[config.mk]
export PLATFORM = sky130hd
export DESIGN_NAME = biquad8_power_trigger_flat
export DESIGN_NICKNAME = d
export VERILOG_FILES = /design/src/rtl/biquad8_power_trigger_if.sv /design/src/rtl/biquad8_power_trigger.sv /design/src/flat_wrapper.sv
export SDC_FILE = /design/constraint.sdc
export NUM_CORES = 2
export LEC_CHECK = 0
export CORE_AREA = 2 2 344 346
export CTS_CLUSTER_DIAMETER = 50
export DETAILED_ROUTE_END_ITERATION = 16
export DIE_AREA = 0 0 346 348
export DONT_BUFFER_PORTS = 1
export GPL_ROUTABILITY_DRIVEN = 1
export PLACE_DENSITY = 0.67
export SLEW_MARGIN = 5
export SYNTH_ARGS = -nofsm -noshare
export SYNTH_HDL_FRONTEND = slang
export SYNTH_SLANG_ARGS = --single-unit
[constraint.sdc]
create_clock -name aclk -period 22.8 [get_ports aclk]
set_clock_uncertainty 0.15 [all_clocks]
set_input_delay 5.7 -clock aclk [delete_from_list [all_inputs] [get_ports aclk]]
set_output_delay 5.7 -clock aclk [all_outputs]
set_load 0.1 [all_outputs]
[src/rtl/biquad8_power_trigger_if.sv]
// Sample/trigger bus between the biquad cascade, the power trigger and its consumer.
interface biquad8_power_trigger_if #(
    parameter int NBITS = 12,
    parameter int NSAMP = 8
);
    logic [NBITS*NSAMP-1:0] dat_i;
    logic                   enable_i;
    logic [31:0]            thresh_i;
    logic [NBITS*NSAMP-1:0] dat_o;
    logic [31:0]            power_o;
    logic                   trig_o;
    logic [15:0]            trig_count_o;

    modport master (
        output dat_i, enable_i, thresh_i,
        input  dat_o, power_o, trig_o, trig_count_o
    );

    modport slave (
        input  dat_i, enable_i, thresh_i,
        output dat_o, power_o, trig_o, trig_count_o
    );
endinterface

[src/rtl/biquad8_power_trigger.sv]
// Windowed-power trigger on a multi-sample-per-clock biquad output.
//   state     | meaning
//   IDLE      | disarmed, waiting for enable_i
//   ARMED     | comparing power_o against thresh_i every clock
//   FIRE      | one-clock trigger, trig_o high
//   HOLDOFF   | dead time, down-counter runs to 0 regardless of enable_i
module biquad8_power_trigger #(
    parameter int NBITS   = 12,
    parameter int NSAMP   = 8,
    parameter int NWIN    = 4,
    parameter int HOLDOFF = 16
) (
    input logic aclk,
    input logic aresetn,
    biquad8_power_trigger_if.slave bus
);
    localparam int SQW  = 2*NBITS - 1;
    localparam int SUMW = SQW + $clog2(NSAMP);
    localparam int PWRW = SUMW + $clog2(NWIN);
    localparam int DW   = NBITS*NSAMP;

    typedef enum logic [1:0] {S_IDLE, S_ARMED, S_FIRE, S_HOLDOFF} state_t;

    logic [1:0]       sync_q;
    logic             rst_sync_n;
    logic [NBITS-1:0] lane  [NSAMP];
    logic [NBITS-1:0] mag   [NSAMP];
    logic [SQW-1:0]   sq_d  [NSAMP];
    logic [SQW-1:0]   sq_q  [NSAMP];
    logic [SUMW-1:0]  sum_d;
    logic [SUMW-1:0]  sum_q;
    logic [SUMW-1:0]  hist  [NWIN];
    logic [PWRW-1:0]  pwr_d;
    logic [PWRW-1:0]  pwr_q;
    logic [DW-1:0]    dly   [4];
    state_t           state;
    logic [15:0]      hold_cnt;
    logic             trig_q;
    logic [15:0]      count_q;

    // Assert immediately, release two clocks later so every flop leaves reset together.
    always_ff @(posedge aclk or negedge aresetn) begin
        if (!aresetn) sync_q <= 2'b00;
        else          sync_q <= {sync_q[0], 1'b1};
    end
    assign rst_sync_n = sync_q[1];

    // Square via magnitude: |-2^(NBITS-1)| still fits NBITS unsigned bits.
    always_comb begin
        sum_d = '0;
        for (int k = 0; k < NSAMP; k++) begin
            lane[k] = bus.dat_i[k*NBITS +: NBITS];
            mag[k]  = lane[k][NBITS-1] ? (~lane[k] + NBITS'(1)) : lane[k];
            sq_d[k] = SQW'(mag[k]) * SQW'(mag[k]);
            sum_d   = sum_d + SUMW'(sq_q[k]);
        end
    end

    // Modular arithmetic is exact because the true window sum always fits PWRW bits.
    assign pwr_d = pwr_q + PWRW'(sum_q) - PWRW'(hist[NWIN-1]);

    always_ff @(posedge aclk or negedge rst_sync_n) begin
        if (!rst_sync_n) begin
            for (int k = 0; k < NSAMP; k++) sq_q[k] <= '0;
            for (int w = 0; w < NWIN; w++)  hist[w] <= '0;
            for (int d = 0; d < 4; d++)     dly[d]  <= '0;
            sum_q <= '0;
            pwr_q <= '0;
        end else begin
            for (int k = 0; k < NSAMP; k++) sq_q[k] <= sq_d[k];
            hist[0] <= sum_q;
            for (int w = 1; w < NWIN; w++)  hist[w] <= hist[w-1];
            dly[0] <= bus.dat_i;
            for (int d = 1; d < 4; d++)     dly[d]  <= dly[d-1];
            sum_q <= sum_d;
            pwr_q <= pwr_d;
        end
    end

    always_ff @(posedge aclk or negedge rst_sync_n) begin
        if (!rst_sync_n) begin
            state    <= S_IDLE;
            hold_cnt <= '0;
            trig_q   <= 1'b0;
            count_q  <= '0;
        end else begin
            trig_q <= 1'b0;
            case (state)
                S_IDLE: if (bus.enable_i) state <= S_ARMED;
                S_ARMED: begin
                    if (!bus.enable_i) begin
                        state <= S_IDLE;
                    end else if (bus.power_o > bus.thresh_i) begin
                        state  <= S_FIRE;
                        trig_q <= 1'b1;
                        if (count_q != 16'hFFFF) count_q <= count_q + 16'd1;
                    end
                end
                S_FIRE: begin
                    state    <= S_HOLDOFF;
                    hold_cnt <= 16'(HOLDOFF - 1);
                end
                S_HOLDOFF: begin
                    if (hold_cnt == 16'd0) state <= bus.enable_i ? S_ARMED : S_IDLE;
                    else                   hold_cnt <= hold_cnt - 16'd1;
                end
                default: state <= S_IDLE;
            endcase
        end
    end

    assign bus.dat_o        = dly[3];
    assign bus.power_o      = {{(32-PWRW){1'b0}}, pwr_q};
    assign bus.trig_o       = trig_q;
    assign bus.trig_count_o = count_q;
endmodule

[src/flat_wrapper.sv]
// flat-port wrapper written by rule: the top's interface ports become plain ports
module biquad8_power_trigger_flat 
#(
    parameter int NBITS   = 12,
    parameter int NSAMP   = 8,
    parameter int NWIN    = 4,
    parameter int HOLDOFF = 16
)
  (aclk, aresetn, bus_dat_i, bus_enable_i, bus_thresh_i, bus_dat_o, bus_power_o, bus_trig_o, bus_trig_count_o);
  biquad8_power_trigger_if #(.NBITS(NBITS), .NSAMP(NSAMP)) bus_i ();
  input logic aclk;
  input logic aresetn;
  input wire logic [$bits(bus_i.dat_i)-1:0] bus_dat_i;
  input wire logic [$bits(bus_i.enable_i)-1:0] bus_enable_i;
  input wire logic [$bits(bus_i.thresh_i)-1:0] bus_thresh_i;
  output wire logic [$bits(bus_i.dat_o)-1:0] bus_dat_o;
  output wire logic [$bits(bus_i.power_o)-1:0] bus_power_o;
  output wire logic [$bits(bus_i.trig_o)-1:0] bus_trig_o;
  output wire logic [$bits(bus_i.trig_count_o)-1:0] bus_trig_count_o;
  assign bus_i.dat_i = bus_dat_i;
  assign bus_i.enable_i = bus_enable_i;
  assign bus_i.thresh_i = bus_thresh_i;
  assign bus_dat_o = bus_i.dat_o;
  assign bus_power_o = bus_i.power_o;
  assign bus_trig_o = bus_i.trig_o;
  assign bus_trig_count_o = bus_i.trig_count_o;
  biquad8_power_trigger #(.NBITS(NBITS), .NSAMP(NSAMP), .NWIN(NWIN), .HOLDOFF(HOLDOFF)) u_core (.aclk(aclk), .aresetn(aresetn), .bus(bus_i));
endmodule
==> impl_metrics.csv <==
group,metric,value,unit
critical_path,crit_path_end_kind,"register",
placement,place_inst,6957,
synth,synth_area_per_cell,10.59,um2
min_path,hold_path.startpoint,"u_core.dly[101]",
detailed_routing,vias_per_cell,4.940,
critical_path,crit_fanout,10,
critical_path,endpoint,"u_core.sq_q[137]",
detailed_routing,ant_nets,0,
critical_path,required,23.25,ns
floorplan,rows,126,
clocking,cts_setup_buffers,0,
clocking,ctsResizeCount,0,
synth,ys.warnings.count,0,
synth,synth_area_leaders,"dfrtp_1 (32%), fa_1 (26%), ha_1 (12%)",
timing,setup_viol_count_final,0,
placement,gp_congestion,0.9041,
grt,grt_pass1_wl,192400,um
critical_path,crit_path_start,"bus_dat_i[25]",
grt,grt_max_degree,144,
final_layout,drive_gt1_share,4.374,%
detailed_routing,routedWlPerCell,16.06,um
timing,min_period,12.09,ns
critical_path,ff2ff_path_depth,24,
critical_path,timing.rr.start,"u_core.sq_q[141]",
run,maxCapViolCount,0,
grt,grt_antenna_before_repair,3,
final_layout,nets,6968,
floorplan,die_y,348,um
critical_path,start_kind,"input pin",
timing,finalSetupTns,0,ns
critical_path,cp_cell_sequence,"nor3_1 > nand2_1 > or3_1 > o31a_1 > xnor2_1 > inv_1 > nand2b_1 > fa_1 > fa_1 > inv_1 > fa_1 > inv_1 > fa_1 > inv_1 > fa_1 > ha_1 > a21oi_1 > a21oi_1 > a41o_1 > o41a_1 > a221o_1 > o41ai_2 > xnor2_1",
floorplan,core_area,0.1170,mm2
detailed_routing,drt-initial-drc-count,1752,
synth,ys_ff_latch,747,
synth,synthCells,5474,
critical_path,crit_path_frequent_cell,"fa_1",
floorplan,die_w,346,um
detailed_routing,drt_first_pass_iters,5,
detailed_routing,vias,35260,
critical_path,cpPeakStageDelay,0.66,ns
synth,synth_edf_count,0,
synth,synth_top_area_share,32.23,%
clocking,worst_skew_pair.late_latency,0.72,ns
clocking,htree_levels,3,
final_layout,final_common_cell,"inv_1",
synth,syn_area,0.05799,mm2
clocking,clock_path_buffers,3,
synth,synthFlopType,"dfrtp_1",
critical_path,rrSetupSlack,15.88,ns
clocking,root_buffer,"clkbuf_16",
critical_path,slowest_stage,"xnor2_1",
grt,grt_pass1_vias,37780,
timing,fin_crit_sh,53.01,%
synth,async_flop_share,100.0,%
critical_path,cp.arrival,12.54,ns
timing,maxSlewHeadroom,30.00,%
timing,tightest_slew,1.043,ns
grt,overflow,0,
placement,dpl.hpwl,94520,um
clocking,cts_tree,"yes",
final_layout,final_cell_mix,"inv_1 (1336), fa_1 (763), dfrtp_1 (746), ha_1 (552), nor2_1 (480)",
detailed_routing,routed_wirelength,114600,um
synth,yosys.area.top_type,"dfrtp_1",
clocking,cts_sinks,747,
critical_path,rr_endpoint,"u_core.sum_q[25]",
placement,portBuffers,0,
detailed_routing,drc,0,
timing,hold_viol,0,
floorplan,io_pins,276,
clocking,cts-buffers-inserted,99,
timing,rsz0062_at_grt,"false",
timing,slew_viol_final,0,
final_layout,stdcell_count,7137,
clocking,ctsHoldBuffers,0,
grt,grtUsageTotal,20.09,%
synth,yosysSeqAreaShare,32.23,%
floorplan,initial_core_util,49.57,%
critical_path,worst-setup-path-type,"input pin to register",
min_path,min_path_type,"register to register",
outcome,status,"finished, final reports clean",
final_layout,area_growth_syn_to_layout,8.363,%
final_layout,antenna_cells,0,
timing,max_freq,0.08274,GHz
floorplan,dieArea,0.1204,mm2
clocking,path_clk_slew,0.06,ns
synth,synth_cell_types,84,
critical path: cells and delay by family:
family                     cells  cell delay (ns)
AOI/OAI and AO/OA              7             1.72
xor gates and xnor gates       2             0.81
adders and majority gates      6             2.91
buffers and inverters          4             0.47
and+or+nand+nor                4             0.90
metrics by stage:
step	area, um2	setup WS (ns)	hold slack [ns]	util [%]
6_report	62840	10.71	0.1557	53.72
5_1_grt	62840	10.24	0.1658	53.72
4_1_cts	62840	10.74	0.1466	53.72
3_5_place_dp	59430	10.07	0.1847	50.80
3_3_place_gp	59430	10.17	0.1811	50.80
2_1_floorplan	58230	0.2866	0.1812	-
flip-flops by register name, indices dropped and copies added, names as in the netlist, 16 cells and up:
name,flops
u_core.bus.dat_o,96
u_core.bus.trig_count_o,16
u_core.dly,280
u_core.hist,104
u_core.hold_cnt,16
u_core.pwr_q,28
u_core.sq_q,176
u_core.sum_q,26
per-layer routing:
layer | share of wire (%) | global-route usage [%]
met5 | 0.023 | 0
met4 | 3.8 | 8.092
met3 | 5.4 | 3.549
met2 | 47 | 32.57
met1 | 43 | 26.96
worst min path at each step:
stage	end	slack (ns)	depth (start not counted)
final	u_core.bus.dat_o[5]	0.16	0
after global routing	u_core.hist[48]	0.17	0
after CTS	u_core.bus.dat_o[5]	0.15	0
after detailed placement	u_core.bus.dat_o[25]	0.18	0
after global placement	u_core.hist[52]	0.18	0
after floorplan	u_core.bus.dat_o[0]	0.18	0
cell usage after synthesis, types with 4 or more instances:
master	instances
a21oi_1	142
nor2b_1	34
and3_1	23
o21bai_1	20
or3_1	25
nand3b_1	5
or4_1	11
nor4_1	7
and2_1	10
a21o_1	70
a31oi_1	17
nand2b_1	50
fa_1	763
nor4b_1	5
or2_2	16
nor2_1	480
xnor2_1	234
nand2_1	296
o21ai_0	89
nand3_1	39
clkinv_1	10
or4b_1	4
nor3_1	53
o211ai_1	10
a211o_1	9
o31a_1	7
a211oi_1	9
a31o_2	6
ha_1	552
dfrtp_1	747
nor3b_1	4
xor2_1	90
inv_1	1336
a21boi_0	10
clkbuf_1	34
buf_4	100
nand4_1	15
o31ai_1	21
o41ai_1	7
o21a_1	30
mux2_2	8
o41a_1	4
a41oi_1	4
kinds of logic after synthesis:
family / synth area share (%)
AOI/OAI and AO/OA: 5.597
DFF: 32.23
other: 0.01295
and+or+nand+nor: 8.466
muxes: 0.2071
xor gates and xnor gates: 4.950
buffers and inverters: 10.28
adders and majority gates: 38.25
layout make-up:
cell class / instances / area [um2]
multi-input cells: 3305 / 33570
fillers: 10220 / 54140
inverters: 1347 / 5056
repair buffers: 22 / 177.7
clock buffers: 117 / 2625
clock inverters: 63 / 788.3
well taps: 1536 / 1922
flip-flops and latches: 747 / 18700
Power is not shown: default switching activity piles up to over one toggle a cycle in this logic, so the estimate is an artifact.
